File: src/rtl/riscv_pkg.sv
// Shared RISC-V front-end types: immediate-format selects, base opcodes and
// the fetch FSM state encoding.
package riscv_pkg;

  typedef enum logic [2:0] {
    IMM_I = 3'b000,
    IMM_S = 3'b001,
    IMM_U = 3'b010,
    IMM_B = 3'b101,
    IMM_J = 3'b110
  } immsrc_t;

  localparam logic [6:0] OPC_LOAD   = 7'b0000011;
  localparam logic [6:0] OPC_OPIMM  = 7'b0010011;
  localparam logic [6:0] OPC_JALR   = 7'b1100111;
  localparam logic [6:0] OPC_STORE  = 7'b0100011;
  localparam logic [6:0] OPC_LUI    = 7'b0110111;
  localparam logic [6:0] OPC_AUIPC  = 7'b0010111;
  localparam logic [6:0] OPC_BRANCH = 7'b1100011;
  localparam logic [6:0] OPC_JAL    = 7'b1101111;
  localparam logic [6:0] OPC_OP     = 7'b0110011;

  localparam logic [31:0] NOP = 32'h0000_0013;

  typedef enum logic [1:0] {
    S_FETCH = 2'd0,
    S_WAIT  = 2'd1,
    S_DROP  = 2'd2,
    S_HOLD  = 2'd3
  } fe_state_t;

endpackage

File: src/rtl/if_id_stage_if.sv
// Instruction-memory bus and IF/ID slot bus. master = the producing side
// (fetch stage drives requests and the slot), slave = memory / consumer.
interface imem_if #(parameter int XLEN = 32);
  logic            imem_req_valid;
  logic            imem_req_ready;
  logic [XLEN-1:0] imem_req_addr;
  logic            imem_rsp_valid;
  logic [XLEN-1:0] imem_rsp_data;

  modport master (output imem_req_valid, imem_req_addr,
                  input  imem_req_ready, imem_rsp_valid, imem_rsp_data);
  modport slave  (input  imem_req_valid, imem_req_addr,
                  output imem_req_ready, imem_rsp_valid, imem_rsp_data);
endinterface

interface id_if import riscv_pkg::*; #(parameter int XLEN = 32);
  logic            id_valid;
  logic            id_ready;
  logic [XLEN-1:0] id_pc;
  logic [XLEN-1:0] id_instr;
  logic [XLEN-8:0] id_imm;
  immsrc_t         id_immsrc;
  logic            id_illegal;

  modport master (output id_valid, id_pc, id_instr, id_imm, id_immsrc, id_illegal,
                  input  id_ready);
  modport slave  (input  id_valid, id_pc, id_instr, id_imm, id_immsrc, id_illegal,
                  output id_ready);
endinterface

File: src/rtl/imm_src_decoder.sv
// Opcode -> immediate format select. R-type has no immediate but is legal;
// anything unrecognised falls back to IMM_I and raises illegal.
module imm_src_decoder
  import riscv_pkg::*;
(
  input  logic [6:0] opcode,
  output immsrc_t    immsrc,
  output logic       illegal
);

  always_comb begin
    immsrc  = IMM_I;
    illegal = 1'b0;
    case (opcode)
      OPC_LOAD, OPC_OPIMM, OPC_JALR, OPC_OP: immsrc = IMM_I;
      OPC_STORE:                             immsrc = IMM_S;
      OPC_LUI, OPC_AUIPC:                    immsrc = IMM_U;
      OPC_BRANCH:                            immsrc = IMM_B;
      OPC_JAL:                               immsrc = IMM_J;
      default:                               illegal = 1'b1;
    endcase
  end

endmodule

File: src/rtl/if_id_stage.sv
// Fetch/decode front-end: one outstanding imem request, registered IF/ID slot,
// opcode decode registered alongside the instruction word.
module if_id_stage
  import riscv_pkg::*;
#(
  parameter int              XLEN     = 32,
  parameter logic [XLEN-1:0] RESET_PC = '0
) (
  input  logic            clk,
  input  logic            rst_n,
  imem_if.master          imem,
  input  logic            redirect_valid,
  input  logic [XLEN-1:0] redirect_pc,
  id_if.master            id
);

  fe_state_t       state;
  logic [XLEN-1:0] pc;
  logic [XLEN-1:0] redirect_tgt;
  logic            id_valid_q;
  logic [XLEN-1:0] id_pc_q;
  logic [XLEN-1:0] id_instr_q;
  immsrc_t         id_immsrc_q;
  logic            id_illegal_q;
  immsrc_t         dec_immsrc;
  logic            dec_illegal;

  imm_src_decoder u_dec (
    .opcode  (imem.imem_rsp_data[6:0]),
    .immsrc  (dec_immsrc),
    .illegal (dec_illegal)
  );

  assign redirect_tgt = redirect_pc & ~(XLEN'(3));

  // A redirect suppresses the request in the same cycle so the new PC is used.
  assign imem.imem_req_valid = (state == S_FETCH) && !redirect_valid;
  assign imem.imem_req_addr  = pc;

  assign id.id_valid   = id_valid_q;
  assign id.id_pc      = id_pc_q;
  assign id.id_instr   = id_instr_q;
  assign id.id_imm     = id_instr_q[XLEN-1:7];
  assign id.id_immsrc  = id_immsrc_q;
  assign id.id_illegal = id_illegal_q;

  always_ff @(posedge clk or negedge rst_n) begin
    if (!rst_n) begin
      state        <= S_FETCH;
      pc           <= RESET_PC;
      id_valid_q   <= 1'b0;
      id_pc_q      <= '0;
      id_instr_q   <= NOP;
      id_immsrc_q  <= IMM_I;
      id_illegal_q <= 1'b0;
    end else if (redirect_valid) begin
      pc         <= redirect_tgt;
      id_valid_q <= 1'b0;
      // An in-flight request must still be drained; its word is stale.
      if ((state == S_WAIT || state == S_DROP) && !imem.imem_rsp_valid)
        state <= S_DROP;
      else
        state <= S_FETCH;
    end else begin
      case (state)
        S_FETCH: if (imem.imem_req_ready) state <= S_WAIT;
        S_WAIT: begin
          if (imem.imem_rsp_valid) begin
            id_valid_q   <= 1'b1;
            id_pc_q      <= pc;
            id_instr_q   <= imem.imem_rsp_data;
            id_immsrc_q  <= dec_immsrc;
            id_illegal_q <= dec_illegal;
            pc           <= pc + XLEN'(4);
            state        <= S_HOLD;
          end
        end
        S_DROP: if (imem.imem_rsp_valid) state <= S_FETCH;
        S_HOLD: begin
          if (id.id_ready) begin
            id_valid_q <= 1'b0;
            state      <= S_FETCH;
          end
        end
        default: state <= S_FETCH;
      endcase
    end
  end

endmodule

File: src/flat_wrapper.sv
// flat-port wrapper written by rule: the top's interface ports become plain ports
module if_id_stage_flat import riscv_pkg::*;
#(
  parameter int              XLEN     = 32,
  parameter logic [XLEN-1:0] RESET_PC = '0
)
  (clk, rst_n, redirect_valid, redirect_pc, imem_imem_req_valid, imem_imem_req_addr, imem_imem_req_ready, imem_imem_rsp_valid, imem_imem_rsp_data, id_id_valid, id_id_pc, id_id_instr, id_id_imm, id_id_immsrc, id_id_illegal, id_id_ready);
  imem_if #(.XLEN(XLEN)) imem_i ();
  id_if #(.XLEN(XLEN)) id_i ();
  input  logic clk;
  input  logic rst_n;
  input  logic redirect_valid;
  input  logic [XLEN-1:0] redirect_pc;
  output wire logic [$bits(imem_i.imem_req_valid)-1:0] imem_imem_req_valid;
  output wire logic [$bits(imem_i.imem_req_addr)-1:0] imem_imem_req_addr;
  input wire logic [$bits(imem_i.imem_req_ready)-1:0] imem_imem_req_ready;
  input wire logic [$bits(imem_i.imem_rsp_valid)-1:0] imem_imem_rsp_valid;
  input wire logic [$bits(imem_i.imem_rsp_data)-1:0] imem_imem_rsp_data;
  output wire logic [$bits(id_i.id_valid)-1:0] id_id_valid;
  output wire logic [$bits(id_i.id_pc)-1:0] id_id_pc;
  output wire logic [$bits(id_i.id_instr)-1:0] id_id_instr;
  output wire logic [$bits(id_i.id_imm)-1:0] id_id_imm;
  output wire logic [$bits(id_i.id_immsrc)-1:0] id_id_immsrc;
  output wire logic [$bits(id_i.id_illegal)-1:0] id_id_illegal;
  input wire logic [$bits(id_i.id_ready)-1:0] id_id_ready;
  assign imem_imem_req_valid = imem_i.imem_req_valid;
  assign imem_imem_req_addr = imem_i.imem_req_addr;
  assign imem_i.imem_req_ready = imem_imem_req_ready;
  assign imem_i.imem_rsp_valid = imem_imem_rsp_valid;
  assign imem_i.imem_rsp_data = imem_imem_rsp_data;
  assign id_id_valid = id_i.id_valid;
  assign id_id_pc = id_i.id_pc;
  assign id_id_instr = id_i.id_instr;
  assign id_id_imm = id_i.id_imm;
  assign id_id_immsrc = id_i.id_immsrc;
  assign id_id_illegal = id_i.id_illegal;
  assign id_i.id_ready = id_id_ready;
  if_id_stage #(.XLEN(XLEN), .RESET_PC(RESET_PC)) u_core (.clk(clk), .rst_n(rst_n), .imem(imem_i), .redirect_valid(redirect_valid), .redirect_pc(redirect_pc), .id(id_i));
endmodule
File: config.mk
export PLATFORM = sky130hd
export DESIGN_NAME = if_id_stage_flat
export DESIGN_NICKNAME = d
export VERILOG_FILES = /design/src/rtl/riscv_pkg.sv /design/src/rtl/if_id_stage_if.sv /design/src/rtl/imm_src_decoder.sv /design/src/rtl/if_id_stage.sv /design/src/flat_wrapper.sv
export SDC_FILE = /design/constraint.sdc
export NUM_CORES = 1
export LEC_CHECK = 0
export BUFFER_PORTS_ARGS = -buffer_cell sky130_fd_sc_hd__buf_2
export CAP_MARGIN = 0
export CORE_ASPECT_RATIO = 1.5
export CORE_MARGIN = 4
export CORE_UTILIZATION = 52
export CTS_CLUSTER_SIZE = 14
export DETAILED_ROUTE_END_ITERATION = 6
export PLACE_DENSITY = 0.86
export RECOVER_POWER = 100
export REMOVE_ABC_BUFFERS = 1
export SLEW_MARGIN = 30
export SYNTH_ARGS = -nofsm -noshare
export SYNTH_HDL_FRONTEND = slang
export SYNTH_SLANG_ARGS = --single-unit
File: constraint.sdc
create_clock -name clk -period 4.4 [get_ports clk]
set_input_delay 0.22 -clock clk [delete_from_list [all_inputs] [get_ports clk]]
set_output_delay 0.22 -clock clk [all_outputs]
set_load 0.02 [all_outputs]
; After elaboration in Yosys (flattened, before gate mapping)
; Cells that the tools add are included.
[totals]
regBits = 103
[classes]
muxes = 16
n_eq_ne = 16
add_sub_neg = 1
n_reduce_logical = 15
bitwise_logic = 1
[op_table]
columns = operator, n
row1 = $mux W32, 3
row2 = $add A32 B3 Y32 const B, 1
row3 = $eq A7 B6 Y1 const B, 3
row4 = $eq A7 B7 Y1 const B, 3
row5 = $eq A7 B5 Y1 const B, 2
row6 = $mux W2, 6
row7 = $ne A3 B3 Y1 const B, 4
row8 = $pmux W3 S4, 1
row9 = $reduce_or A9 Y1, 1
row10 = $pmux W2 S4, 1
row11 = $eq A7 B2 Y1 const B, 1
row12 = $reduce_and A3 Y1, 2
row13 = $eq A2 B2 Y1 const B, 2
row14 = $mux W1, 4
row15 = $reduce_and A4 Y1, 1
row16 = $reduce_bool A2 Y1, 2
row17 = $reduce_bool A3 Y1, 1
row18 = $eq A2 B1 Y1 const B, 1
row19 = $logic_and A1 B1 Y1, 2
row20 = $logic_not A1 Y1, 2
row21 = $logic_not A2 Y1, 1
row22 = $pmux W1 S2, 1
row23 = $reduce_and A2 Y1, 1
row24 = $reduce_or A2 Y1, 1
row25 = other kinds (2), 2

; Longest topological paths before layout
[depth]
word_depth = 5
ltp_mapped = 9

; Modules after synthesis
; A second synthesis with hierarchy kept.
[unflattened]
cells_unflattened = 434
hier_area_um2 = 4804.6
[modules_own_cells]
columns = module, seq_area_each_um2, area_per_inst_um2, instances, cells_per_inst
row1 = if_id_stage, 2481.1, 4717.0, 1, 420
row2 = imm_src_decoder, 0.0, 87.6, 1, 14

; Worst setup path before layout
; OpenSTA, ideal clock, no wires.
[synth_path]
path_type = register -> register
start = register u_core.state[1]
end = register u_core.pc[25] (netlist: u_core.imem.imem_req_addr[25])
setup_time_ns = 0.125
stages_incl_launch_ff = 9
synth_period_minus_slack_ns = 1.896
required_ns = 4.275
t_arrival_ns = 1.771
setup_slack_ns = 2.504
n_path_buf = 1
cell_sequence = dfrtp_1 -> inv_1 -> ha_1 -> and2_1 -> buf_2 -> nand4_1 -> nor4_1 -> xor2_1 -> mux2_2
[synth_between]
elab_chain_cells = 3
[synth_rtl]
columns = element, line_no
row1 = from (decl), if_id_stage.sv:17  ; fe_state_t state;
row2 = from (signal assigned), if_id_stage.sv:49  ; state <= S_FETCH;
row3 = from (signal assigned), if_id_stage.sv:61  ; state <= S_DROP;
row4 = from (signal assigned), if_id_stage.sv:63  ; state <= S_FETCH;
row5 = $eq A2 B1 Y1, if_id_stage.sv:65  ; case (state)
row6 = $reduce_bool A2 Y1 (no line), --
row7 = $reduce_and A2 Y1 (no line), --
row8 = to (signal assigned), if_id_stage.sv:57  ; pc <= redirect_tgt;
row9 = to (signal assigned), if_id_stage.sv:74  ; pc <= pc + XLEN'(4);
row10 = to (decl), if_id_stage.sv:18  ; logic [XLEN-1:0] pc;
; Every way passes these cells.
; A chain may end at the register's enable or synchronous reset.

; Worst setup path in the final report
[layout_path]
start = register u_core.state[1]
end = register u_core.pc[14] (netlist: u_core.imem.imem_req_addr[14])
; The elaborated chain is that of the path after synthesis.

==> results.md <==
- Worst Max-Slew Pin Slew: 1.69 ns
- Req. time, crit path: 4.67 ns
- Placement Rows: 42
- Vias/cell: 5.25
- Antenna viol nets, final: 0
- Via count: 3614
- Nets: 649
- Tcrit/Tclk final: 64.3%
- Number of max-cap violations: 1
- Clk sinks: 99
- IO Count: 197
- Crit-path max FO: 79
- Depth of the CTS H-tree: 3
- Setup-failing EPs final: 0
- Synth cell types: 46
- Max frequency: 0.353 GHz
- 1st-pass router iterations: 4
- Max-slew violation count: 80
- Total power: 3.76 mW
- Clock power share: 21.6%
- Post-CTS Resized: 0
- Switching power: 1.53 mW
- Most frequent cells in the layout: 124 x clkbuf_1, 96 x dfrtp_1, 66 x buf_2, 57 x mux2_2, 50 x nand2_1
- Die width: 85.7 um
- Combinational share of power: 39.2%
- Static Leakage: 2.48 nW
- Reg power frac: 39.2%
- CP endpoint kind: flip-flop
- Final core occ: 64.2%
- Share of layout cells above drive strength 1: 25.9%
- Placed Area: 5530 um2
- Drt wl/cell: 15.9 um
- CTS root buffer: clkbuf_16
- Seq/Total Area, Yosys: 52.7%
- Total CTS buffers: 9
- Vias in the first global route: 3656
- Hold buffers post-CTS: 1
- Commonest non-fill, non-tap cell in the layout: clkbuf_1
- Hold Vio Cnt, Final: 0
- Buffer count from post-CTS setup fixing: 0
- Power Internal: 2.24 mW
- First-pass GRT wire length: 17900 um
- Skew final: 0.00859 ns
- Hold WS: 0.0899 ns
- Clock tree buffer depth: 2
- Clk_lat worst skew: 0.33 ns
- Syn_area_per_cell: 11.4 um2
- Post-route cell area: 5670 um2
- RePlAce Congestion: 0.811
- Critical Path, Cell by Cell: inv_1 -> ha_1 -> nor2b_1 -> nand2_2 -> a311oi_1 -> a211o_1
- Slew margin rel.: -12.4%
- Port-buffer cells: 190
- Die height: 124 um
- Initial Util: 53.3%
- Main synth FF type: dfrtp_1
- Worst path max stage delay: 0.93 ns
- Synthesis-stage register bit count: 99
- Post-Syn Instances: 414
- Finished Layout Cells: 689
- Crit path launch type: flip-flop
- Post-DP HPWL: 8090 um
- Ant. Diodes: 0
- Syn-to-layout area delta: 20.5%
- Status: complete, but fails checks
- CTS tree: built
- RSZ-0062 raised after global routing: false
- Core Footprint: 8830 um2
- Failing checks: capacitance limit, slew limit
- DP Worst Slack: 2.06 ns
- Post-layout min period: 2.83 ns
- Max rail drop VDD: 333 uV
- Switching Fraction: 40.6%
- Total track usage: 20.9%
- Residual DRC: 0
- Worst path slowest cell: nand2_2
- Final setup margin: 1.57 ns
- Worst Hold Class: in -> reg
- Initial antenna violation count: 0
- Pwr per Cell Area: 664 nW/um2
- Placed Cells: 672
- Clk slew on worst S/H paths: 0.07 ns
- Synth async-reset ratio: 100%
- Initial DRC Count: 104
- Total global routing overflow: 0
- Number of synthesized flops with an enable pin: 0
- Yosys synthesis warning count: 0
- Die area: 10700 um2
- Crit path kind: reg -> reg
- Pin count of the biggest net entering global routing: 80
- Total negative slack: 0 ns
- Total wire length: 10900 um
- Netlist Area Pre-Place: 4700 um2
- Crit path DAT: 3.11 ns
power groups by stage:
stage | registers (mW) | clock network [mW] | logic (mW)
global placement | 1.45 | 0 | 1.58
global route | 1.52 | 0.880 | 1.58
detailed placement | 1.48 | 0 | 1.62
finish | 1.47 | 0.814 | 1.48
floorplan | 2.02 | 0 | 0.440
CTS | 1.46 | 0.834 | 1.62
routing by layer:
| layer | vias to the layer above | track usage [%] | part of all wire (%) |
|---|---|---|---|
| met4 | 0 | 7.92 | 2.2 |
| met1 | 1735 | 24.6 | 39 |
| met3 | 19 | 4.50 | 6.6 |
| li1 | 1729 | - | - |
| met2 | 131 | 36.5 | 53 |
| met5 | - | 0 | 0 |
synth_stat cells, types with 2 or more instances:
cell,n,area [um2]
and2_1,3,18.8
nor4_1,4,25.0
nand2_1,51,191
inv_1,11,41.3
xor2_1,8,70.1
nand3_1,6,30.0
and3_1,5,31.3
a21oi_1,2,10.0
clkbuf_1,7,26.3
buf_2,9,45.0
and4_4,2,22.5
dfstp_2,3,78.8
nor4_2,2,25.0
a311oi_1,2,17.5
a31oi_1,4,25.0
and4_1,2,17.5
buf_4,29,218
nor2b_1,3,18.8
o21ai_0,25,125
nand4_1,9,56.3
xnor2_1,20,175
nor3_1,9,45.0
nand2b_1,2,12.5
ha_1,5,62.6
dfrtp_1,96,2400
mux2_2,57,642
o221ai_1,2,17.5
nor2_1,7,26.3
o21ai_1,11,55.1
mux2i_1,2,20.0
registers in the layout, indices dropped and copies added (netlist names):
| register | flops |
|---|---|
| u_core.id.id_pc | 30 |
| u_core.id.id_instr | 32 |
| u_core.id.id_valid | 1 |
| u_core.imem.imem_req_addr | 30 |
| u_core.id.id_immsrc | 3 |
| u_core.state | 2 |
| u_core.id.id_illegal | 1 |
worst paths after layout:
kind | end | cells past startpoint | slack (ns) | from
worst max-delay path | u_core.imem.imem_req_addr[14] | 6 | 1.57 | u_core.state[1]
worst min-delay path | u_core.imem.imem_req_addr[30] | 3 | 0.09 | redirect_pc[30]
worst max register to register | u_core.imem.imem_req_addr[14] | 6 | 1.57 | u_core.state[1]
worst min register to register | u_core.id.id_pc[24] | 2 | 0.48 | u_core.id.id_pc[24]
max in group asynchronous | u_core.id.id_instr[0] | 3 | 2.86 | rst_n
min in group asynchronous | u_core.imem.imem_req_addr[15] | 2 | 0.49 | rst_n
critical path, delay by kind of cell, from the launching register on:
kind / cells / cell delay, ns
and+or+nand+nor: 2 / 1.20
buffers and inverters: 1 / 0.11
DFF: 1 / 0.40
AOI/OAI and AO/OA: 2 / 0.81
adders and majority gates: 1 / 0.24
cell type report:
type | count | area [um2]
Tap cell | 110 | 138
Sequential cell | 99 | 2480
Clock buffer | 10 | 229
Fill cell | 782 | 3160
Timing Repair Buffer | 193 | 825
Multi-Input combinational cell | 260 | 1870
Clock inverter | 6 | 80.1
Inverter | 11 | 41.3
kinds of logic (layout without fill, tap and decap cells):
group / Yosys count / count (layout) / share of synthesized area, %
DFF: 99 / 99 / 52.7
AOI/OAI and AO/OA: 55 / 55 / 7.02
adders and majority gates: 5 / 5 / 1.33
and+or+nand+nor: 109 / 109 / 12.2
other: 1 / 4 / 0.0797
muxes: 59 / 59 / 14.1
buffers and inverters: 58 / 220 / 7.34
xor gates and xnor gates: 28 / 28 / 5.21
Note: power is estimated with default switching activity, not from simulation.
